--- src/rtl/funnel_arb_pkg.sv ---
// funnel_arb_pkg: shared FSM state type and round-robin pointer increment for funnel_arbiter
package funnel_arb_pkg;
  typedef enum logic {IDLE, GRANTED} funnel_arb_state_e;
  function automatic int rr_next(input int ptr, input int n);
    return (ptr >= n - 1) ? 0 : ptr + 1;
  endfunction
endpackage

--- src/rtl/rr_priority_picker.sv ---
// rr_priority_picker: first set bit of req strictly after ptr, wrapping modulo NUM_REQ
module rr_priority_picker
  import funnel_arb_pkg::*;
#(
  parameter int NUM_REQ  = 4,
  parameter int ID_WIDTH = $clog2(NUM_REQ)
) (
  input  logic [NUM_REQ-1:0]  req,
  input  logic [ID_WIDTH-1:0] ptr,
  output logic                found,
  output logic [ID_WIDTH-1:0] idx
);
  logic [ID_WIDTH-1:0] c;
  always_comb begin
    found = 1'b0;
    idx   = '0;
    c     = ptr;
    for (int k = 0; k < NUM_REQ; k++) begin
      c = ID_WIDTH'(rr_next(int'(c), NUM_REQ));
      if (!found && req[c]) begin
        found = 1'b1;
        idx   = c;
      end
    end
  end
endmodule

--- src/rtl/funnel_arbiter.sv ---
// funnel_arbiter: packet-granular round-robin arbiter feeding one registered AXI-stream output
module funnel_arbiter
  import funnel_arb_pkg::*;
#(
  parameter int NUM_REQ    = 4,
  parameter int DATA_WIDTH = 64,
  parameter int ID_WIDTH   = $clog2(NUM_REQ)
) (
  input  logic                          clk,
  input  logic                          rst,
  input  logic [NUM_REQ-1:0]            req_mask,
  input  logic [NUM_REQ-1:0]            s_valid,
  output logic [NUM_REQ-1:0]            s_ready,
  input  logic [NUM_REQ*DATA_WIDTH-1:0] s_data,
  input  logic [NUM_REQ-1:0]            s_last,
  output logic                          m_valid,
  input  logic                          m_ready,
  output logic [DATA_WIDTH-1:0]         m_data,
  output logic                          m_last,
  output logic [ID_WIDTH-1:0]           m_id,
  output logic                          busy
);
  funnel_arb_state_e   state;
  logic [ID_WIDTH-1:0] rr_ptr;
  logic [ID_WIDTH-1:0] grant_idx;
  logic [ID_WIDTH-1:0] pick;
  logic                found;
  logic                room;
  logic                accept;
  rr_priority_picker #(
    .NUM_REQ (NUM_REQ),
    .ID_WIDTH(ID_WIDTH)
  ) u_picker (
    .req  (s_valid & req_mask),
    .ptr  (rr_ptr),
    .found(found),
    .idx  (pick)
  );
  always_comb begin
    room    = !m_valid || m_ready;
    busy    = state == GRANTED;
    s_ready = (busy && room) ? NUM_REQ'(1) << grant_idx : '0;
    accept  = busy && room && s_valid[grant_idx];
  end
  always_ff @(posedge clk) begin
    if (rst) begin
      state     <= IDLE;
      rr_ptr    <= ID_WIDTH'(NUM_REQ - 1);
      grant_idx <= '0;
      m_valid   <= 1'b0;
      m_data    <= '0;
      m_last    <= 1'b0;
      m_id      <= '0;
    end else begin
      if (state == IDLE && found) begin
        grant_idx <= pick;
        state     <= GRANTED;
      end
      if (accept) begin
        m_valid <= 1'b1;
        m_data  <= s_data[grant_idx*DATA_WIDTH +: DATA_WIDTH];
        m_last  <= s_last[grant_idx];
        m_id    <= grant_idx;
        if (s_last[grant_idx]) begin
          state  <= IDLE;
          rr_ptr <= grant_idx;
        end
      end else if (m_ready) begin
        m_valid <= 1'b0;
      end
    end
  end
endmodule

--- config.mk ---
export PLATFORM = sky130hd
export DESIGN_NAME = funnel_arbiter
export DESIGN_NICKNAME = d
export VERILOG_FILES = /design/src/rtl/funnel_arb_pkg.sv /design/src/rtl/rr_priority_picker.sv /design/src/rtl/funnel_arbiter.sv
export SDC_FILE = /design/constraint.sdc
export NUM_CORES = 1
export LEC_CHECK = 0
export ABC_AREA = 1
export CAP_MARGIN = 20
export CORE_AREA = 2 2 132 134
export DETAILED_ROUTE_END_ITERATION = 6
export DIE_AREA = 0 0 134 136
export GPL_TIMING_DRIVEN = 1
export PLACE_DENSITY = 0.72
export SYNTH_ARGS = -nofsm -noshare
export SYNTH_HDL_FRONTEND = slang
export SYNTH_SLANG_ARGS = --single-unit
--- constraint.sdc ---
create_clock -name clk -period 1.47 [get_ports clk]
set_input_delay 0.3675 -clock clk [delete_from_list [all_inputs] [get_ports clk]]
set_output_delay 0.3675 -clock clk [all_outputs]
set_load 0.01 [all_outputs]
==> impl_metrics.ini <==
[place]
io_buffers = 343
dp_hpwl_um = 14100
post-place-ws_ns = -0.752
gp_congestion = 0.785
post_dp_cell_area_sq_um = 7990

[route]
dr.pass1.iters = 4
drc = 0
vias = 6120
routed_wl_um = 22200
drt_iter0_drc = 279
vias_per_cell = 5.00
wl_per_cell_um = 18.2
ant_nets = 0

[clock_tree]
clockRootBuffer = clkbuf_16
cts_max_level = 3
cts_made_buffers = 9
cts_tree = yes
cts_max_path_buffers = 2
path_clk_slew_ns = 0.06
clk_latency_ns = 0.34
clock-sinks = 73
cts_hold_buffers = 0

[setup_path]
crit_type = in2reg
critPathLaunchType = input port
crit_family = buffers and inverters
crit_chain = clkdlybuf4s50_1 -> a22oi_2 -> nand2_1 -> nand2_2 -> clkinv_4 -> buf_12 -> buf_16 -> o21ai_4 -> a21oi_4
cpPeakStageDelay_ns = 0.46
end_kind = flop
worstSetupStartpoint = s_valid[3]
r2r_start = rr_ptr[1]
crit_required_ns = 1.69
crit_fanout = 5
cp_slowest_cell = clkdlybuf4s50_1
critPathBufInv = 4
worstPathArrival_ns = 1.84

[final_layout]
ff_latch_area_sq_um = 1480
syn_to_final_growth_pct = 130
final_util_pct = 56.7
final_cell_area_sq_um = 9570
n_fill_cell = 1554
drive_gt1_share_pct = 25.0
multi_input_area_sq_um = 3070
fin_nets = 1266

[timing]
slew_viol_final = 0
slew_headroom_pct = 75.3
grt_setup_unrepaired = yes
worst_pin_slew_ns = 0.370
setup_tns_ns = -8.84
setup_viol = 76
min_period_ns = 1.62
fin_crit_sh_pct = 110
fin_ws_ns = -0.147
report.final.hold_viol_count = 0
fmax_mhz = 618
whs_ns = 0.475
fin_worst_skew_ns = 0.00707

[synth]
synth.yosys.seq_area_share_pct = 35.1
synth_warnings = 0
ys.flop_type = dfxtp_1
syn_area_sq_um = 4160
synth.net_count = 897
avgSynthCellArea_sq_um = 6.65
synth_top_area_share_pct = 35.1
synthCells = 625
async_flop_share_pct = 0
synth_cell_type_count = 21
yosysTopAreaCell = dfxtp_1
synth_area_leaders = dfxtp_1 35%, nand2_1 17%, a21oi_1 16%
synth_edf_count = 0
synth-seq-cells = 73

[grt]
grt_pass1_wl_um = 32300
antenna_found_initial = 2
grt_pass1_vias = 5925
overflow = 0
grt_start_max_net_pins = 38
track_usage_pct = 22.9

[floorplanning]
die_w_um = 134
placementRows = 48
boundaryPins = 344
start_util_pct = 24.6
core-area_sq_um = 16900
die_area_sq_um = 18200
die_y_um = 136

[pwr]
max-vdd-ir-drop_mv = 0.744
pwr_density_cell_nw_per_um2 = 1560
intPower_mw = 8.71
switchingPower_mw = 6.24
leakagePower_nw = 4.04
swShare_pct = 41.7
seqPwrFrac_pct = 21.5
pwr-share-comb_pct = 65.1
clock_power_share_pct = 13.3

[status]
violations = setup timing
status = finished, violations left

[min_path]
hp-class = reg2reg
min-delay-start = m_last

[flow_run]
drv_cap = 0
[final cells by class]
cell class	count	area share, %
timing repair buffer	407	46.0
multi-input combinational	485	32.1
sequential	73	15.4
tap	225	2.94
clock buffer	12	2.47
inverter	18	0.810
clock inverter	4	0.209
antenna	1	0.0261
[cell usage in the layout (no fill, tap or decap), types with 21 or more instances in the layout]
| master | count |
|---|---|
| clkdlybuf4s50_1 | 268 |
| nand2_1 | 164 |
| dlygate4sd2_1 | 69 |
| a21oi_2 | 67 |
| dfxtp_1 | 67 |
| a21oi_1 | 65 |
| a22oi_1 | 59 |
| o21ai_2 | 34 |
| o21ai_1 | 26 |
| buf_4 | 21 |
[through the flow]
step | total power [mW] | instances
after global placement | 9.85 | 1173
after floorplan | 6.63 | 625
after CTS | 14.3 | 1217
after detailed placement | 9.92 | 1173
final | 15.0 | 1225
after global routing | 15.9 | 1225
[cells in the mapped netlist (3+ instances only)]
library cell  instances
clkbuf_2              3
o21ai_2               4
o21ai_0              63
inv_2                 4
inv_1                14
nand2_1             188
buf_2                27
nand4_1               3
a22oi_1              67
dfxtp_1              73
buf_6                 3
clkbuf_1             15
nor2_1                8
o211ai_1              3
a21oi_1             135
nand3_1               9
[state kept, by name (all words and copies together) (netlist names)]
register,flops
grant_idx,2
rr_ptr,2
m_valid,1
busy,1
m_data,64
m_last,1
m_id,2
[kinds of logic (layout without fill, tap and decap cells)]
group	Yosys count	in the layout	synth area share, %
buf+inv	67	441	7.49
flops	73	73	35.1
fa+ha+maj	1	1	0.301
other cells	0	1	0
simple gates	212	212	19.8
compound gates	272	272	37.3
[power groups by stage]
| stage | clock [mW] | sequential [mW] | combinational, mW |
|---|---|---|---|
| finish | 1.99 | 3.22 | 9.74 |
| global route | 2.11 | 3.30 | 10.4 |
| CTS | 2.04 | 3.13 | 9.16 |
| detailed placement | 0 | 3.09 | 6.83 |
| global placement | 0 | 3.08 | 6.77 |
| floorplan | 0 | 3.40 | 3.23 |
[routing by layer]
metal	vias to the layer above	part of all wire, %	GRT usage [%]
met3	42	6.9	5.82
met2	259	50	39.3
met5	-	0.072	0
li1	2946	-	-
met4	2	3.1	9.87
met1	2871	40	27.2
[final timing paths]
| kind | to | depth (start not counted) | slack, ns |
|---|---|---|---|
| setup / recovery | m_data[57] | 9 | -0.15 |
| hold / removal | m_last | 2 | 0.47 |
| hold reg to reg | m_last | 2 | 0.47 |
| setup reg to reg | grant_idx[1] | 11 | -0.13 |
[what timing repair did]
item / CTS / global route
resized for setup: 292 / 70
cloned: 15 / 2
buffers inserted: 13 / 6
pin swaps: 20 / 22
setup endpoints to repair: 145 / 77
[worst min-delay path: cells and delay by family, from the launching register on]
family	cells	cell delay, ns
AOI/OAI and AO/OA	1	0.05
DFF	1	0.30
and+or+nand+nor	1	0.08
Power figures use the tool's default switching activity.
